<file path="src/rtl/seq_sixtyfour_bit_adder.sv">
// seq_sixtyfour_bit_adder
//   Multicycle 64-bit adder: S = A + B + Cin, computed one 16-bit chunk per
//   cycle (LSB chunk first) on a single reused sixteen_bit_adder slice.
//   A start/busy/done handshake sequences it; a new operation may be
//   accepted in the DONE cycle with no idle bubble.
//
// Ports
//   clk       in   rising-edge clock
//   reset     in   synchronous, active-high reset
//   start     in   request; sampled only in IDLE or DONE
//   A, B      in   64-bit operands, latched on the accepting edge
//   Cin       in   carry in, latched on the accepting edge
//   S         out  registered sum (partial during CALC, final from done on)
//   Cout      out  registered carry out of bit 63
//   overflow  out  registered signed overflow
//   busy      out  high while in CALC
//   done      out  one-cycle pulse when S/Cout/overflow are final

// sixteen_bit_adder
//   Combinational 16-bit ripple-carry adder, port order (Cout, S, A, B, Cin).
module sixteen_bit_adder (
  output logic        Cout,
  output logic [15:0] S,
  input  logic [15:0] A,
  input  logic [15:0] B,
  input  logic        Cin
);

  logic [16:0] carry;

  // Bitwise full-adder ripple chain.
  always_comb begin
    S        = '0;
    carry    = '0;
    carry[0] = Cin;
    for (int i = 0; i < 16; i++) begin
      S[i]       = A[i] ^ B[i] ^ carry[i];
      carry[i+1] = (A[i] & B[i]) | (carry[i] & (A[i] ^ B[i]));
    end
  end

  assign Cout = carry[16];

endmodule

module seq_sixtyfour_bit_adder #(
  parameter int unsigned WIDTH      = 64,
  parameter int unsigned CHUNK_W    = 16,
  parameter int unsigned NUM_CHUNKS = 4
) (
  input  logic             clk,
  input  logic             reset,
  input  logic             start,
  input  logic [WIDTH-1:0] A,
  input  logic [WIDTH-1:0] B,
  input  logic             Cin,
  output logic [WIDTH-1:0] S,
  output logic             Cout,
  output logic             overflow,
  output logic             busy,
  output logic             done
);

  localparam int unsigned IDX_W = (NUM_CHUNKS > 1) ? $clog2(NUM_CHUNKS) : 1;

  typedef enum logic [1:0] {
    IDLE = 2'd0,
    CALC = 2'd1,
    DONE = 2'd2
  } state_t;

  state_t             state;
  state_t             state_n;
  logic               accept_c;
  logic               last_c;

  logic [IDX_W-1:0]   idx;
  logic               carry_reg;
  logic [WIDTH-1:0]   op_a;
  logic [WIDTH-1:0]   op_b;

  logic [CHUNK_W-1:0] slice_a;
  logic [CHUNK_W-1:0] slice_b;
  logic [CHUNK_W-1:0] slice_s;
  logic               slice_c;

  // Chunk selection from the latched operands, steered by idx.
  assign slice_a = op_a[CHUNK_W*idx +: CHUNK_W];
  assign slice_b = op_b[CHUNK_W*idx +: CHUNK_W];

  sixteen_bit_adder u_slice (
    .Cout (slice_c),
    .S    (slice_s),
    .A    (slice_a),
    .B    (slice_b),
    .Cin  (carry_reg)
  );

  // State register.
  always_ff @(posedge clk) begin
    if (reset) begin
      state <= IDLE;
    end else begin
      state <= state_n;
    end
  end

  // Next-state logic; accept_c marks an edge that latches new operands,
  // last_c marks the edge computing the top chunk.
  always_comb begin
    state_n  = state;
    accept_c = 1'b0;
    last_c   = 1'b0;
    unique case (state)
      IDLE: begin
        if (start) begin
          accept_c = 1'b1;
          state_n  = CALC;
        end
      end
      CALC: begin
        if (idx == IDX_W'(NUM_CHUNKS - 1)) begin
          last_c  = 1'b1;
          state_n = DONE;
        end
      end
      DONE: begin
        if (start) begin
          accept_c = 1'b1;
          state_n  = CALC;
        end else begin
          state_n  = IDLE;
        end
      end
      default: begin
        state_n = IDLE;
      end
    endcase
  end

  // Datapath and registered handshake outputs.
  always_ff @(posedge clk) begin
    if (reset) begin
      op_a      <= '0;
      op_b      <= '0;
      carry_reg <= 1'b0;
      idx       <= '0;
      S         <= '0;
      Cout      <= 1'b0;
      overflow  <= 1'b0;
      busy      <= 1'b0;
      done      <= 1'b0;
    end else begin
      busy <= (state_n == CALC);
      done <= (state_n == DONE);
      if (accept_c) begin
        op_a      <= A;
        op_b      <= B;
        carry_reg <= Cin;
        idx       <= '0;
        S         <= '0;
        Cout      <= 1'b0;
        overflow  <= 1'b0;
      end else if (state == CALC) begin
        S[CHUNK_W*idx +: CHUNK_W] <= slice_s;
        carry_reg                 <= slice_c;
        idx                       <= IDX_W'(idx + 1'b1);
        if (last_c) begin
          Cout     <= slice_c;
          // Signed overflow: like-signed operands with a sum of the other sign.
          overflow <= (op_a[WIDTH-1] == op_b[WIDTH-1]) &&
                      (slice_s[CHUNK_W-1] != op_a[WIDTH-1]);
        end
      end
    end
  end

endmodule

</file>
<file path="config.mk">
export PLATFORM = sky130hd
export DESIGN_NAME = seq_sixtyfour_bit_adder
export DESIGN_NICKNAME = d
export VERILOG_FILES = /design/src/rtl/seq_sixtyfour_bit_adder.sv
export SDC_FILE = /design/constraint.sdc
export NUM_CORES = 1
export LEC_CHECK = 0
export ABC_CLOCK_PERIOD_IN_PS = 6950
export CORE_UTILIZATION = 45
export CTS_CLUSTER_DIAMETER = 150
export DETAILED_ROUTE_END_ITERATION = 12
export PLACE_DENSITY = 0.87
export SLEW_MARGIN = 20
export SYNTH_ARGS = -nofsm -noshare
export SYNTH_HDL_FRONTEND = slang
export SYNTH_SLANG_ARGS = --single-unit
</file>
<file path="constraint.sdc">
create_clock -name clk -period 6.95 [get_ports clk]
set_input_delay 2.085 -clock clk [delete_from_list [all_inputs] [get_ports clk]]
set_output_delay 2.085 -clock clk [all_outputs]
set_load 0.02 [all_outputs]
</file>
==> results of run 1 <==
## worst max path at each step
stage	cells past startpoint	startpoint	endpoint	slack (ps)
floorplan	29	idx[0]	overflow	220
global placement	26	idx[1]	overflow	420
detailed placement	26	idx[1]	overflow	230
CTS	26	idx[1]	overflow	120
global route	26	idx[1]	overflow	2
finish	26	idx[1]	overflow	250
## where the power goes
part           total (W)  switching [W]  internal (W)
logic           0.000348       0.000191      0.000158
registers        0.00123      0.0000293       0.00120
clock network    0.00116       0.000450      0.000712
total            0.00274       0.000670       0.00207
## layout make-up
class | count | area (µm²) | share of cell area [%]
Tap cell | 229 | 287 | 2.62
Clock buffer | 30 | 639 | 5.84
Sequential cell | 201 | 4030 | 36.8
Clock inverter | 7 | 87.6 | 0.800
Timing Repair Buffer | 208 | 2060 | 18.9
Multi-Input combinational cell | 569 | 3740 | 34.2
Inverter | 25 | 93.8 | 0.857
## cells by family (layout without fill, tap and decap cells)
logic type      after synthesis  count (layout)  synth area share (%)
simple gates                312             312                  15.8
xor+xnor                      1               1                 0.106
compound gates              200             200                  15.7
fa+ha+maj                    22              22                  4.81
flops                       201             201                  48.9
mux                          34              34                  9.01
buf+inv                      93             270                  5.69
## metrics by stage
step | cell area [µm²] | worst slack, ps | cells
6_report | 10900 | 246 | 1269
5_1_grt | 10900 | 1.81 | 1269
4_1_cts | 10900 | 123 | 1268
3_5_place_dp | 10200 | 227 | 1231
3_3_place_gp | 10200 | 417 | 1231
2_1_floorplan | 8230 | 222 | 863
## synth_stat cells (all sizes together)
master,number
a211oi,2
a21oi,133
a22o,32
a32o,24
and3b,4
and4,1
and4b,2
buf,50
clkbuf,18
dfxtp,201
fa,16
ha,6
inv,25
mux2i,2
mux4,32
nand2,258
nand2b,2
nand3,1
nand3b,5
nand4,1
nor2,30
nor2b,2
nor3,5
nor4bb,1
o21ai,1
o2bb2ai,8
xnor2,1
## placed cells by master, fill, tap and decap left out, types with 15 or more instances in the layout
master / n
a21oi_1: 133
mux4_2: 32
inv_1: 25
dfxtp_1: 199
nand2_1: 258
fa_1: 15
clkdlybuf4s50_1: 198
a32o_1: 24
nor2_1: 30
clkbuf_16: 21
a22o_1: 32
## timing repair
item / 4_1_cts / 5_1_grt
endpoints found under the setup margin: 0 / 1
gates resized for setup: 0 / 3
setup buffers: 0 / 1
## critical path, cell delays in order (launching register included)
cell and delay (ps):
dfxtp_4 420, mux4_2 510, inv_1 90, fa_1 190
fa_1 210, fa_1 190, fa_1 160, inv_1 50
fa_1 390, fa_1 400, inv_1 90, fa_1 180
fa_1 180, fa_1 160, inv_1 50, fa_1 390
fa_1 370, inv_1 70, fa_1 190, inv_1 60
fa_1 380, fa_1 390, fa_1 420, fa_2 570
and3b_1 190, a211oi_1 200, nor3_1 70
## per-layer routing
layer	track usage, %	routed length [µm]
met4	11.3	949
met1	29.1	8910
met3	4.67	1650
met5	0	0
met2	42.2	11600
==> metrics.txt, run 1 <==
status=finished, final reports clean; period utilisation layout=96.5%; DR iter-0 viols=499; skew final=8.45 ps; Worst VDD drop=0.160 mV; H-tree levels=1; Relative slew margins=26.1%; Mapped Nets=1,017; Chip Height=137 µm; unrepaired setup endpoints after global routing=false; first-pass detailed-route iteration total=5; DRC violations left=0; Ys Warns=0; min Tclk post-route=6700 ps; fmax=0.149 GHz; Clk Latency, worst-skew pair=490 ps; clock transition at the registers of the reported paths=60 ps; Hold Violations, Final=0; Final Total Pwr=0.00274 W; clk buf depth=3; die area=18,800 µm²; Initial Utilization=45.8%; Arr. time, crit path=7070 ps; register area share after synthesis=48.9%; setup_tns=0 ps; P_leak=4.00 nW; Final Core Density=60.9%; Final Setup Violations=0; final slew viol count=0; Placer Congestion=0.810; Hold Slack=452 ps; syn avg cell area=9.53 µm²; TritonCTS clock tree=built; type of the worst setup path=reg2reg; routed via count=7,053; CTS Root Cell=clkbuf_16; Seq cells post-synth=201; DR WL/cell=18.2 µm; critical path endpoint category=flop; crit path max fanout=9; first-pass GRT wire length=35,000 µm; worst-margin pin slew=1100 ps; mapped cell area=8230 µm²; gr ovfl total=0; GRT Total Usage=24.3%; Post-DRT Antenna Nets=0; P per Cell Area=251 nW/µm²; Synth area leader=dfxtp_1; port bufs=199; flop2flop setup slack=250 ps; core box area=18,000 µm²; Hold Path Sink=op_a[60]; Top Ports=200; dpl hpwl=16,300 µm; Max-Cap Viols=0; initial antenna violation count=0; floorplan row count=49; top cells by area, synth=dfxtp_1, nand2_1, mux4_2; CTS Hold Bufs=0; Synth top area share=48.9%; vias in the first global route=6,749; CTS Buf Count=21; Fillers=1,443; HP Class=reg2reg; share of cells above drive strength 1=8.46%; hold wc startpoint=op_a[60]; Area Overhead vs Synth=33.1%; synth unique cells=34; Critical Path Start Type=flop; clk sinks=201; final wirelength=23,100 µm; die width=137 µm; NumNets Final=1,180; WP data required=7320 ps; reg-to-reg startpoint=idx[1]; largest net degree at the start of global routing=129; largest registers=S (64), op_a (64), op_b (64); number of diodes=0; RR Endpoint=overflow; Vias/cell=5.56; Gate Count Post-Synth=863; worst reg-to-reg path cell count=26; WHS Path Cells=2
No activity file was read; power rests on OpenSTA's default activity.
==> run 2, diff against run 1 <==
--- a/config.mk
+++ b/config.mk
@@ -10,6 +10,7 @@
 export CTS_CLUSTER_DIAMETER = 150
 export DETAILED_ROUTE_END_ITERATION = 12
 export PLACE_DENSITY = 0.87
+export RECOVER_POWER = 25
 export SLEW_MARGIN = 20
 export SYNTH_ARGS = -nofsm -noshare
 export SYNTH_HDL_FRONTEND = slang
==> run 2 against run 1 <==
  * The run now ends with max-capacitance violations, max-slew violations left
  * Die area unchanged
  * First-iteration DRC count down 10%
  * Combinational power is essentially flat
  * Power is essentially flat
  * Clock skew shrank 1.6 ps
  * Critical endpoint unchanged
==> metrics.txt, run 2 (synthesis results as in run 1) <==
Initial Utilization=45.8% (unchanged); CTS Root Cell=clkbuf_16 (unchanged); CP delay by family, top=adder cells (unchanged); Clk Latency, worst-skew pair=490 ps (about the same); P_leak=4.15 nW (was 4.00 nW); area post-placement=10,200 µm² (unchanged); dpl hpwl=16,300 µm (unchanged); power share of the combinational group=12.7% (about the same); final instance area=10,900 µm² (about the same); min Tclk post-route=6710 ps (was 6700 ps); Hold Violations, Final=0 (unchanged); HP Class=reg2reg (unchanged); die width=137 µm (unchanged); failing checks=max-capacitance violations, max-slew violations; final slew viol count=92 (was 0); fmax=0.149 GHz (about the same); Worst VDD drop=0.160 mV (about the same); flop2flop setup slack=240 ps (was 250 ps); Arr. time, crit path=7080 ps (was 7070 ps); Crit path depth=26 (unchanged); largest net degree at the start of global routing=129 (unchanged); pre-CTS setup slack=227 ps (unchanged); WP data required=7320 ps (about the same); status=complete, but fails checks (was finished, final reports clean); WHS Path Cells=2 (unchanged); P per Cell Area=251 nW/µm² (about the same); largest registers=S (64), op_a (64), op_b (64) (unchanged); Placer Congestion=0.810 (unchanged); Area Overhead vs Synth=32.8% (was 33.1%); port bufs=199 (unchanged); vias in the first global route=6,749 (unchanged); Int Pwr=0.00207 W (about the same); clk buf depth=3 (unchanged); gr ovfl total=0 (unchanged); Post-DRT Antenna Nets=0 (unchanged); TritonCTS clock tree=built (unchanged); clk sinks=201 (unchanged); period utilisation layout=96.6% (was 96.5%); die area=18,800 µm² (unchanged); Critical Path Slowest Stage Cell=fa_2 (unchanged); clock transition at the registers of the reported paths=70 ps (was 60 ps); Sequential Power Share=44.9% (about the same); Clk network pwr share=42.4% (about the same); Final Core Density=60.8% (was 60.9%); CTS Buf Count=21 (unchanged); floorplan row count=49 (unchanged); NumNets Final=1,180 (unchanged); worst reg-to-reg path cell count=26 (unchanged); NetSw=0.000671 W (was 0.000670 W); Relative slew margins=-103% (was 26.1%); Top Ports=200 (unchanged); worst-margin pin slew=3050 ps (was 1100 ps); DRC violations left=0 (unchanged); critical path endpoint category=flop (unchanged); crit path max fanout=9 (unchanged); Top Layer Used=met4 (unchanged); H-tree levels=1 (unchanged); most frequent CP cell=fa_1 (unchanged); DR iter-0 viols=447 (was 499); final wirelength=23,100 µm (about the same); M1 wire length=8800 µm (was 8910 µm); Chip Height=137 µm (unchanged); final worst setup slack=237 ps (was 246 ps); commonest non-fill, non-tap cell in the layout=nand2_1 (unchanged); biggest cell delay along the critical path=570 ps (about the same); type of the worst setup path=reg2reg (unchanged); routed via count=7,075 (was 7,053); number of diodes=0 (unchanged); setup_tns=0 ps (unchanged); share of cells above drive strength 1=8.17% (was 8.46%); sw frac=24.5% (about the same); core box area=18,000 µm² (unchanged); Vias/cell=5.58 (was 5.56); Max-Cap Viols=2 (was 0); routed wire length on met3=1740 µm (was 1650 µm); first-pass detailed-route iteration total=5 (unchanged); unrepaired setup endpoints after global routing=false (unchanged); DR WL/cell=18.2 µm (about the same); CP Buf/Inv Count=6 (unchanged); GRT Total Usage=24.3% (unchanged); Critical Path Start Type=flop (unchanged); WL met2=11,700 µm (was 11,600 µm); Final Setup Violations=0 (unchanged); first-pass GRT wire length=35,000 µm (unchanged); initial antenna violation count=0 (unchanged); commonest cells after routing, fill and taps aside=nand2_1, dfxtp_1, clkdlybuf4s50_1, a21oi_1, dlygate4sd3_1 (was nand2_1, dfxtp_1, clkdlybuf4s50_1, a21oi_1); skew final=6.85 ps (was 8.45 ps)
## run 2: cell count changes in the layout (fill, tap and decap cells not counted), sizes merged
| cell | change |
|---|---|
| buf | -2 |
| clkbuf | +2 |
| clkdlybuf4s50 | -47 |
| dlygate4sd3 | +47 |
## run 2: final timing paths
kind,start,to
worst max-delay path,idx[1],overflow
worst max register to register,idx[1],overflow
worst min-delay path,op_a[60],op_a[60]
worst min register to register,op_a[60],op_a[60]
## run 2: metrics by stage
stage / power (W) / instances / hold slack, ps
5_1_grt: 0.00283 / 1269 / 464
3_3_place_gp: 0.00159 / 1231 / 439
4_1_cts: 0.00275 / 1268 / 452
3_5_place_dp: 0.00160 / 1231 / 444
6_report: 0.00274 / 1269 / 451
2_1_floorplan: 0.00145 / 863 / 433
## run 2: tightest hold or removal path, delay by kind of cell, from the launching register on
kind / cells / cell delay (ps)
AO/OA/AOI/OAI: 1 / 50
flip-flops: 1 / 300
AND/OR/NAND/NOR: 1 / 50
## run 2: cell type report
cell class	count	area, µm²
Sequential cell	201	4030
Inverter	25	93.8
Clock buffer	30	639
Clock inverter	7	87.6
Fill cell	1448	7040
Timing Repair Buffer	208	2060
Multi-Input combinational cell	569	3730
Tap cell	229	287
## run 2: layer usage
| metal | GRT usage [%] | vias to the layer above |
|---|---|---|
| li1 | - | 3277 |
| met1 | 29.1 | 3383 |
| met2 | 42.2 | 352 |
| met3 | 4.67 | 63 |
| met4 | 11.3 | 0 |
| met5 | 0 | - |
## run 2: power groups by stage
stage                     clock (W)  combinational (W)  sequential (W)
final                       0.00116           0.000347         0.00123
after detailed placement          0           0.000342         0.00126
after CTS                   0.00117           0.000346         0.00123
after global routing        0.00122           0.000373         0.00124
after floorplan                   0           0.000201         0.00125
after global placement            0           0.000335         0.00125
## run 2: what timing repair did
| item | CTS | global route |
|---|---|---|
| setup buffers | 0 | 1 |
| resized for setup | 0 | 3 |
| setup endpoints to repair | 0 | 1 |
| hold buffers | 0 | 0 |
